===== config.mk =====
export PLATFORM = sky130hd
export DESIGN_NAME = mux4_rr_arbiter
export DESIGN_NICKNAME = d
export VERILOG_FILES = /design/src/rtl/mux4_rr_arbiter_pkg.sv /design/src/rtl/mux4_sel.sv /design/src/rtl/mux4_rr_arbiter.sv
export SDC_FILE = /design/constraint.sdc
export NUM_CORES = 1
export LEC_CHECK = 0
export ABC_CLOCK_PERIOD_IN_PS = 2200
export BUFFER_PORTS_ARGS = -buffer_cell sky130_fd_sc_hd__buf_2
export CORE_MARGIN = 4
export CORE_UTILIZATION = 50
export CTS_CLUSTER_SIZE = 24
export DETAILED_ROUTE_END_ITERATION = 10
export PLACE_DENSITY = 0.77
export SYNTH_ARGS = -nofsm -noshare
export SYNTH_HDL_FRONTEND = slang
export SYNTH_HIERARCHICAL = 1
export SYNTH_SLANG_ARGS = --single-unit

===== constraint.sdc =====
create_clock -name clk -period 2.2 [get_ports clk]
set_clock_uncertainty 0.15 [all_clocks]
set_input_delay 0.44 -clock clk [delete_from_list [all_inputs] [get_ports clk]]
set_output_delay 0.44 -clock clk [all_outputs]
set_load 0.02 [all_outputs]

===== src/rtl/mux4_rr_arbiter_pkg.sv =====
// Shared types and constants for the round-robin 4:1 mux arbiter.
// Used by mux4_rr_arbiter (optional ARB_TIMEOUT_EN hold limit) and mux4_sel.
package mux4_rr_arbiter_pkg;

  typedef enum logic {
    ST_IDLE  = 1'b0,
    ST_OWNED = 1'b1
  } arb_state_e;

  localparam int NREQ         = 4;
  localparam int DEF_MAX_HOLD = 8;

endpackage


===== src/rtl/mux4_sel.sv =====
// Plain WIDTH-bit 4:1 multiplexer indexed by a 2-bit select.
// Shared datapath owned by whichever requester the arbiter grants.
module mux4_sel #(
  parameter int WIDTH = 1
) (
  input  logic [1:0]       sel,
  input  logic [WIDTH-1:0] i0,
  input  logic [WIDTH-1:0] i1,
  input  logic [WIDTH-1:0] i2,
  input  logic [WIDTH-1:0] i3,
  output logic [WIDTH-1:0] y
);

  always_comb begin
    y = '0;
    unique case (sel)
      2'd0: y = i0;
      2'd1: y = i1;
      2'd2: y = i2;
      2'd3: y = i3;
      default: y = '0;
    endcase
  end

endmodule


===== src/rtl/mux4_rr_arbiter.sv =====
// Round-robin arbiter owning a shared 4:1 mux; gnt/sel/busy registered.
// Define ARB_TIMEOUT_EN to cap consecutive grant cycles at MAX_HOLD.
module mux4_rr_arbiter
  import mux4_rr_arbiter_pkg::*;
#(
  parameter int WIDTH    = 1,
  parameter int MAX_HOLD = DEF_MAX_HOLD
) (
  input  logic             clk,
  input  logic             rst,
  input  logic [3:0]       req,
  input  logic [WIDTH-1:0] i0,
  input  logic [WIDTH-1:0] i1,
  input  logic [WIDTH-1:0] i2,
  input  logic [WIDTH-1:0] i3,
  output logic [3:0]       gnt,
  output logic [1:0]       sel,
  output logic             busy,
  output logic [WIDTH-1:0] y
);

  arb_state_e state_q, state_d;
  logic [3:0] gnt_q, gnt_d;
  logic [1:0] sel_q, sel_d;
  logic [1:0] ptr_q, ptr_d;

  logic       grant_en;
  logic [1:0] grant_idx;
  logic [2:0] pick;
  logic [WIDTH-1:0] mux_y;

  // First set bit of r after base, wrapping; base itself is tried last.
  // Returns {found, index}.
  function automatic logic [2:0] rr_pick(
    input logic [1:0] base,
    input logic [3:0] r
  );
    logic [2:0] res;
    logic [1:0] idx;
    res = 3'b000;
    for (int o = NREQ; o >= 1; o--) begin
      idx = base + 2'(o);
      if (r[idx]) res = {1'b1, idx};
    end
    return res;
  endfunction

`ifdef ARB_TIMEOUT_EN
  localparam logic [7:0] HOLD_LAST = 8'(MAX_HOLD - 1);
  logic [7:0] cnt_q, cnt_d;
`else
  logic [7:0] unused_max_hold;
  assign unused_max_hold = 8'(MAX_HOLD);
`endif

  always_comb begin
    state_d   = state_q;
    gnt_d     = gnt_q;
    sel_d     = sel_q;
    ptr_d     = ptr_q;
    grant_en  = 1'b0;
    grant_idx = sel_q;
    pick      = 3'b000;
`ifdef ARB_TIMEOUT_EN
    cnt_d     = cnt_q;
`endif
    unique case (state_q)
      ST_IDLE: begin
        pick      = rr_pick(ptr_q, req);
        grant_en  = pick[2];
        grant_idx = pick[1:0];
      end
      ST_OWNED: begin
        if (!req[sel_q]) begin
          pick      = rr_pick(sel_q, req);
          grant_en  = pick[2];
          grant_idx = pick[1:0];
          if (!pick[2]) begin
            state_d = ST_IDLE;
            gnt_d   = 4'b0000;
          end
        end else begin
`ifdef ARB_TIMEOUT_EN
          // Owner still requesting: force a handoff once the hold limit hits.
          if (cnt_q == HOLD_LAST) begin
            pick      = rr_pick(sel_q, req & ~(4'b0001 << sel_q));
            grant_en  = pick[2];
            grant_idx = pick[1:0];
          end else begin
            cnt_d = cnt_q + 8'd1;
          end
`endif
        end
      end
      default: state_d = ST_IDLE;
    endcase
    if (grant_en) begin
      state_d = ST_OWNED;
      gnt_d   = 4'b0001 << grant_idx;
      sel_d   = grant_idx;
      ptr_d   = grant_idx;
`ifdef ARB_TIMEOUT_EN
      cnt_d   = 8'd0;
`endif
    end
  end

  always_ff @(posedge clk) begin
    if (rst) begin
      state_q <= ST_IDLE;
      gnt_q   <= 4'b0000;
      sel_q   <= 2'd0;
      ptr_q   <= 2'd3;
`ifdef ARB_TIMEOUT_EN
      cnt_q   <= 8'd0;
`endif
    end else begin
      state_q <= state_d;
      gnt_q   <= gnt_d;
      sel_q   <= sel_d;
      ptr_q   <= ptr_d;
`ifdef ARB_TIMEOUT_EN
      cnt_q   <= cnt_d;
`endif
    end
  end

  mux4_sel #(
    .WIDTH(WIDTH)
  ) u_mux (
    .sel(sel_q),
    .i0 (i0),
    .i1 (i1),
    .i2 (i2),
    .i3 (i3),
    .y  (mux_y)
  );

  assign gnt  = gnt_q;
  assign sel  = sel_q;
  assign busy = (state_q == ST_OWNED);
  assign y    = busy ? mux_y : '0;

endmodule

### Word level (Yosys, flattened, before mapping)

Index checks and enable logic that the tools add are counted.

* bits in registers: 9
* input port bits: 10
* output and inout port bits: 8

* add/sub/neg operators: 6
* magnitude comparators: 8
* equal/unequal tests: 5
* shift-type cells: 1
* mux-type cells: 39
* bitwise operators: 1
* reduce and logical (&&, ||, !) cells: 3

Operator list (count)
* $mux 3: 9
* $lt 2x3->1 const B: 8
* $bmux 1 s2: 8
* $mux 4: 4
* $mux 1: 14
* $add 2x2->2 const B: 4
* $add 2x1->2 const B: 2
* $eq 2x2->1 const B: 2
* $ne 2x2->1 const B: 2
* $pmux 1 s4: 1
* $pmux 2 s2: 1
* $shl 1x2->4 const A: 1
* $reduce_and 3->1: 1
* $eq 2x1->1 const B: 1
* $logic_not 2->1: 1
* $mux 2: 1
* $pmux 1 s2: 1
* $reduce_bool 2->1: 1
* $not 1->1: 1

### Longest topological paths before layout

Gate-level depths: netlist of the first run.

* word-level depth: 12
* depth in mapped cells: 6
* depth with buffers taken out: 5

### By module

The synthesis of the first run kept the hierarchy.

Modules (own cells, without submodules)
* mux4_rr_arbiter: times used 1, cells an instance 70, area each 650.6 µm²
* mux4_sel: times used 1, cells an instance 1, area each 22.5 µm²

### Worst setup path before layout of the first run

OpenSTA, ideal clock, no wires.

* path kind: register to output
* start point: reg sel_q[0] (netlist: sel[0])
* end point: out y
* data arrival time: 1.314 ns
* required time: 1.610 ns
* path slack: 0.296 ns
* stages on the path, launching flop included: 3
* path through: dfxtp_1 -> mux4_2 -> and2_1

* longest elaborated chain between the ends: 3

Ends and longest elaborated chain
* start, declared: line mux4_rr_arbiter.sv:24 `logic [1:0] sel_q, sel_d;`
* start signal, assigned: line mux4_rr_arbiter.sv:120 `sel_q <= sel_d;`
* $eq 2x2->1 (tied with other cells): line mux4_sel.sv:16 `unique case (sel)`
* $pmux 1 s4 (*): line mux4_sel.sv:16
* named net mux_y: line mux4_rr_arbiter.sv:30 `logic [WIDTH-1:0] mux_y;`
* $mux 1 (*): line mux4_rr_arbiter.sv:142 `assign y = busy ? mux_y : '0;`
* end, declared: line mux4_rr_arbiter.sv:19 `output logic [WIDTH-1:0] y`

The timed path passes the listed nets; every way through them passes the cells marked *.

### Final worst setup path of the first run

Ends and elaborated chain as after synthesis.

==> results of run 1 <==
## power by group through the flow
| stage | combinational, uW | sequential [uW] | clock (uW) |
|---|---|---|---|
| after CTS | 195 | 215 | 129 |
| after detailed placement | 195 | 218 | 0 |
| final | 195 | 216 | 126 |
| after global placement | 193 | 217 | 0 |
| after floorplan | 133 | 229 | 0 |
| after global routing | 211 | 221 | 138 |
## how the worst max path moves through the flow
| stage | start | to | cells after the start |
|---|---|---|---|
| after floorplan | sel[0] | y | 2 |
| after global placement | sel[0] | y | 3 |
| after detailed placement | req[3] | ptr_q[1] | 6 |
| after CTS | sel[0] | y | 3 |
| after global routing | sel[0] | y | 3 |
| final | sel[0] | y | 3 |
## per-layer routing
layer | wire length (um) | global-route usage, %
met3 | 105 | 7.57
met4 | 0 | 0
met2 | 685 | 26.1
met1 | 671 | 20.9
met5 | 0 | 0
## cell type report
type	count	share of cell area, %
clock buffers	4	3.37
inverters	4	1.92
multi-input cells	55	58.3
flip-flops and latches	9	23.2
well taps	14	2.24
repair buffers	17	10.9
## registers in the layout (all words and copies together) (netlist names)
| name | count |
|---|---|
| busy | 1 |
| ptr_q | 2 |
| gnt | 4 |
| sel | 2 |
## cell families after synthesis
| logic type | share of synthesized area, % |
|---|---|
| AO/OA/AOI/OAI | 34.4 |
| buffers and inverters | 5.58 |
| flip-flops | 26.8 |
| multiplexers | 7.99 |
| AND/OR/NAND/NOR | 25.3 |
## stage by stage
stage / power (uW) / instance area, um^2 / setup WS [ps] / hold slack, ps / util (%)
after global placement: 410 / 753 / 265 / 312 / 63.5
final: 537 / 781 / 98.3 / 318 / 65.8
after global routing: 570 / 781 / 45.6 / 315 / 65.8
after CTS: 540 / 781 / 89.1 / 307 / 65.8
after detailed placement: 412 / 753 / 241 / 316 / 63.5
after floorplan: 362 / 673 / 296 / 340 / -
## cell usage after synthesis
library cell  count  share of area [%]
a311oi_1          1                1.3
and2_1            1               0.93
nor3b_2           1                1.9
a211oi_2          1                1.9
a211o_1           1                1.3
and2b_4           1                1.5
nand2_1           2                1.1
o21ai_0           1               0.74
inv_1             4                2.2
nor2_4            1                1.7
buf_6             1                1.7
a221oi_2          1                2.2
a31oi_1           2                1.9
o21bai_1          2                2.2
nand3_1           4                3.0
nor2_1            6                3.3
a211oi_1          1                1.1
a22o_1            4                5.2
a21oi_1           1               0.74
mux2_2            1                1.7
clkbuf_1          1               0.56
dfxtp_1           9                 27
a2111oi_4         1                4.1
nor2b_1           4                3.7
nor4_1            1               0.93
nor2b_4           1                2.0
mux4_2            1                3.3
buf_4             1                1.1
o211ai_1          2                2.2
or4_1             1                1.1
a21boi_0          1                1.1
a32o_1            1                1.5
nand2b_1          3                2.8
a32oi_1           1                1.3
o32a_4            1                3.3
mux2i_1           2                3.0
o21ai_1           1               0.74
and3b_1           1                1.3
a2111oi_1         1                1.5
## what timing repair did
item | 4_1_cts | 5_1_grt
hold endpoints to repair | 0 | 0
endpoints found under the setup margin | 1 | 0
gates resized for setup | 1 | 0
==> results.py, run 1 <==
metrics = {
    "status": {
        "status": "completed",
    },
    "clock_tree": {
        "cts_sinks": 9,
        "cts_hold_buf": 0,
        "cts_setup_buffers": 0,
        "cts-root-buf": "clkbuf_4",
        "cts_made_buffers": 3,
        "cts_max_path_buffers": 2,
        "htree_levels": 1,
        "cts_tree": "done",
        "clock_latency_ps": 260,
        "cts.clk_slew.worst_paths_ps": 60,
    },
    "pwr": {
        "vdd_ir_drop_max_mv": 0.545,
        "power_frac_comb_pct": 36.3,
        "switching_power_uw": 193,
        "p_per_area_mw_per_mm2": 688,
        "clkPwrFrac_pct": 23.5,
        "p_seq_share_pct": 40.2,
        "swShare_pct": 35.9,
        "p_int_uw": 344,
        "power.leakage_uw": 0.000330,
    },
    "synth": {
        "syn_area_per_cell_um2": 9.48,
        "ys_seq_area_share_pct": 26.8,
        "ys_ff_latch": 9,
        "synth.distinct_cells": 39,
        "syn_nets": 81,
        "yosysWarningCount": 6,
        "syn_area_um2": 673,
        "synthCells": 71,
    },
    "drt": {
        "via_count": 628,
        "wl_per_cell_um": 14.2,
        "wirelength_um": 1460,
        "first_pass_iters": 4,
        "drtIter0Drc": 14,
        "postRouteAntennaNets": 0,
        "vias_per_cell": 6.10,
        "drc": 0,
    },
    "cells_and_area": {
        "fillers": 90,
        "area_growth_pct": 16.0,
        "mostFrequentLayoutCells": "buf_2, dfxtp_1, nor2_1",
        "layout_commonest_cell": "buf_2",
        "drive_above_1_share_pct": 34.8,
        "seq_area_um2": 181,
        "multiInputGateArea_um2": 455,
        "final_nets": 100,
        "antenna_cells": 0,
        "final_cells": 103,
    },
    "global_route": {
        "first_global_vias": 547,
        "track_usage_pct": 16.2,
        "grt_pass1_wl_um": 2380,
        "gr-total-overflow": 0,
        "grt_max_degree": 13,
        "grt_antenna_before_repair": 0,
    },
    "timing": {
        "worst_slew_pin_slew_ps": 415,
        "setup_viol": 0,
        "period_share_pct": 95.5,
        "tns_ps": 0,
        "rsz0062_at_grt": "false",
        "slew_violations": 0,
        "max_freq_ghz": 0.476,
        "period_minus_slack_ps": 2100,
        "slew_headroom_pct": 72.3,
        "finalHoldViolCount": 0,
    },
    "placed_design": {
        "dp.cells": 99,
        "globalplace.congestion": 0.857,
        "port_buffers": 17,
        "post-dp-hpwl_um": 1100,
    },
    "worst_setup_path": {
        "crit_slowest_cell": "mux4_2",
        "cp-end-kind": "primary output",
        "path_delay_family": "multiplexers",
        "start_kind": "register",
        "cp.arrival_ps": 1510,
        "cp_max_fo": 10,
        "critPathKind": "reg2out",
        "cp.required_ps": 1610,
        "crit_chain": "mux4_2 > and2_1 > buf_2",
        "ff2ff_path_depth": 5,
        "rrSetupSlack_ps": 380,
        "worst_r2r_endpoint": "gnt[1]",
        "critPathMaxStageDelay_ps": 510,
        "timing.rr.start": "ptr_q[1]",
        "cp_num_buf_inv": 1,
    },
    "floorplanning": {
        "num_io_pins": 18,
        "die_x_um": 44.7,
        "start_util_pct": 56.8,
        "core_area_mm2": 0.00119,
        "die_height_um": 44.7,
        "dieArea_mm2": 0.00200,
        "rows": 12,
    },
    "min_path": {
        "hp-start": "rst",
        "min_path_cells": 2,
        "worstHoldPathType": "in2reg",
        "hold_end": "sel[0]",
    },
    "flow_run": {
        "maxCapViolCount": 0,
    },
}
(Power assumes the default switching activity.)
==> run 2: changes to the inputs <==
--- a/config.mk
+++ b/config.mk
@@ -5,13 +5,14 @@
 export SDC_FILE = /design/constraint.sdc
 export NUM_CORES = 1
 export LEC_CHECK = 0
+export ABC_AREA = 1
 export ABC_CLOCK_PERIOD_IN_PS = 2200
 export BUFFER_PORTS_ARGS = -buffer_cell sky130_fd_sc_hd__buf_2
 export CORE_MARGIN = 4
-export CORE_UTILIZATION = 50
+export CORE_UTILIZATION = 53
 export CTS_CLUSTER_SIZE = 24
 export DETAILED_ROUTE_END_ITERATION = 10
-export PLACE_DENSITY = 0.77
+export PLACE_DENSITY = 0.79
 export SYNTH_ARGS = -nofsm -noshare
 export SYNTH_HDL_FRONTEND = slang
 export SYNTH_HIERARCHICAL = 1
==> run 2 against run 1 <==
Compared with the run above:
- critical path depth rose by 5
- critical endpoint unchanged
- worst setup slack improved by 220 ps
- clock-buffer cell count unchanged
- via count is 57% higher
- sequential share of layout area down 4.9 points
==> results.py, run 2 <==
metrics = {
    "synth": {
        "syn_nets": 165,
        "ys_seq_area_share_pct": 20.7,
        "yosys.cell_count.top_type": "nand2_1",
        "synth_top_cells_by_area": "nand2_1, dfxtp_1, nand3_1, inv_1, nand2_2",
        "synthFlopType": "dfxtp_1",
        "syn_area_per_cell_um2": 5.62,
        "syn_area_um2": 871,
        "synth-edff-count": 0,
        "synthCells": 155,
        "yosysWarningCount": 6,
        "yosysTopAreaCell": "nand2_1",
        "ys_ff_latch": 9,
        "synth.distinct_cells": 20,
        "synth_commonest_cells": "nand2_1, nand3_1, inv_1, dfxtp_1, nand2_2",
        "synth_top_area_share_pct": 29.3,
        "synthArstFlopShare_pct": 0,
    },
    "pwr": {
        "power.leakage_uw": 0.000561,
        "switching_power_uw": 903,
        "p_seq_share_pct": 19.9,
        "vdd_ir_drop_max_mv": 0.727,
        "p_per_area_mw_per_mm2": 1620,
        "swShare_pct": 56.7,
        "power_uw": 1590,
        "clkPwrFrac_pct": 8.3,
        "p_int_uw": 689,
        "power_frac_comb_pct": 71.8,
    },
    "timing": {
        "tns_ps": 0,
        "slew_headroom_pct": 71.7,
        "finalHoldViolCount": 0,
        "rsz0062_at_grt": "false",
        "slew_violations": 0,
        "period_minus_slack_ps": 1880,
        "max_freq_ghz": 0.531,
        "period_share_pct": 85.5,
        "setup_viol": 0,
        "worst_slew_pin_slew_ps": 424,
    },
    "clock_tree": {
        "htree_levels": 1,
        "cts_max_path_buffers": 2,
        "cts_tree": "done",
        "cts_made_buffers": 3,
        "cts-root-buf": "clkbuf_4",
        "cts_resized": 0,
        "cts_setup_buffers": 0,
        "clock_latency_ps": 270,
        "cts_hold_buf": 0,
        "cts.clk_slew.worst_paths_ps": 60,
        "cts_sinks": 9,
    },
    "worst_setup_path": {
        "critPathMaxStageDelay_ps": 320,
        "critPathKind": "reg2out",
        "cp.arrival_ps": 1290,
        "start_kind": "register",
        "crit_path_frequent_cell": "nand2_1",
        "cp.required_ps": 1610,
        "cp_max_fo": 14,
        "crit_chain": "buf_4 > inv_1 > nand2_1 > nand3_1 > nand2_1 > nand2_1 > inv_1 > buf_2",
        "crit_slowest_cell": "dfxtp_1",
        "cp-end-kind": "primary output",
    },
    "floorplanning": {
        "core_area_mm2": 0.00152,
        "die_height_um": 48.5,
        "rows": 14,
        "start_util_pct": 57.1,
        "dieArea_mm2": 0.00236,
        "die_x_um": 48.5,
        "num_io_pins": 18,
    },
    "drt": {
        "wl_per_cell_um": 11.1,
        "wirelength_um": 2110,
        "first_pass_iters": 4,
        "postRouteAntennaNets": 0,
        "drc": 0,
        "vias_per_cell": 5.18,
        "drtIter0Drc": 32,
        "via_count": 984,
    },
    "flow_run": {
        "maxCapViolCount": 0,
    },
    "global_route": {
        "grt_max_degree": 15,
        "first_global_vias": 855,
        "grt_pass1_wl_um": 3540,
        "track_usage_pct": 18.1,
        "gr-total-overflow": 0,
        "grt_antenna_before_repair": 0,
    },
    "cells_and_area": {
        "largest_reg_flops": 4,
        "layout_commonest_cell": "nand2_1",
        "mostFrequentLayoutCells": "nand2_1, nand3_1, buf_2, inv_1, dfxtp_1",
        "antenna_cells": 0,
        "area_growth_pct": 12.9,
        "drive_above_1_share_pct": 25.3,
        "post-route-util_pct": 64.5,
        "final_nets": 185,
    },
    "status": {
        "status": "completed",
    },
    "placed_design": {
        "post-dp-hpwl_um": 1680,
        "globalplace.congestion": 0.854,
        "port_buffers": 17,
    },
    "min_path": {
        "worstHoldPathType": "in2reg",
    },
}
## run 2: changes by cell type after synthesis, sizes merged, moves of 3 or more
cell / previous run / this run
a22o: 4 / 0
nor2b: 5 / 0
nand3: 4 / 22
inv: 4 / 22
nand2: 2 / 76
a21oi: 1 / 7
nand2b: 3 / 0
## run 2: metrics by stage
stage	cells	setup WS [ps]	hold WS (ps)	cell area [um^2]
finish	190	318	285	983
global placement	186	416	304	957
CTS	190	307	280	983
floorplan	155	500	391	871
detailed placement	186	399	302	957
global route	190	179	287	983
## run 2: power groups by stage
| stage | Combinational (uW) | Clock [uW] | Sequential (uW) |
|---|---|---|---|
| floorplan | 877 | 0 | 358 |
| global placement | 1100 | 0 | 315 |
| detailed placement | 1130 | 0 | 318 |
| CTS | 1140 | 133 | 316 |
| global route | 1280 | 143 | 331 |
| finish | 1140 | 132 | 317 |
## run 2: metal layers
layer | GRT usage (%) | routed length [um] | vias to the layer above
met2 | 30.0 | 984 | 31
met4 | 5.38 | 25 | 0
li1 | - | - | 525
met3 | 6.13 | 154 | 6
met1 | 21.7 | 943 | 422
met5 | 0 | 0 | -
## run 2: cells by family after synthesis
kind of cell / count (synthesis) / synth area share [%]
AOI/OAI and AO/OA: 13 / 11.1
buffers and inverters: 26 / 13.5
DFF: 9 / 20.7
and+or+nand+nor: 107 / 54.7
## run 2: final timing paths
check / from / to / slack (ps) / depth (start not counted)
setup / recovery: sel[0] / y / 320 / 8
hold / removal: rst / sel[0] / 280 / 2
setup reg to reg: ptr_q[0] / gnt[0] / 390 / 10
hold reg to reg: gnt[3] / gnt[3] / 320 / 2
## run 2: worst max-delay path: cells and delay by family (launching register included)
kind	cells	cell delay, ps
flops	1	320
simple gates	4	230
buf+inv	4	470
## run 2: cell type report
cell class                 count  area [um^2]
clock buffer                   4         26.3
fill                         154          541
inverter                      23         91.3
multi-input combinational    120          573
sequential                     9          180
tap                           16         20.0
timing repair buffer          18         92.6
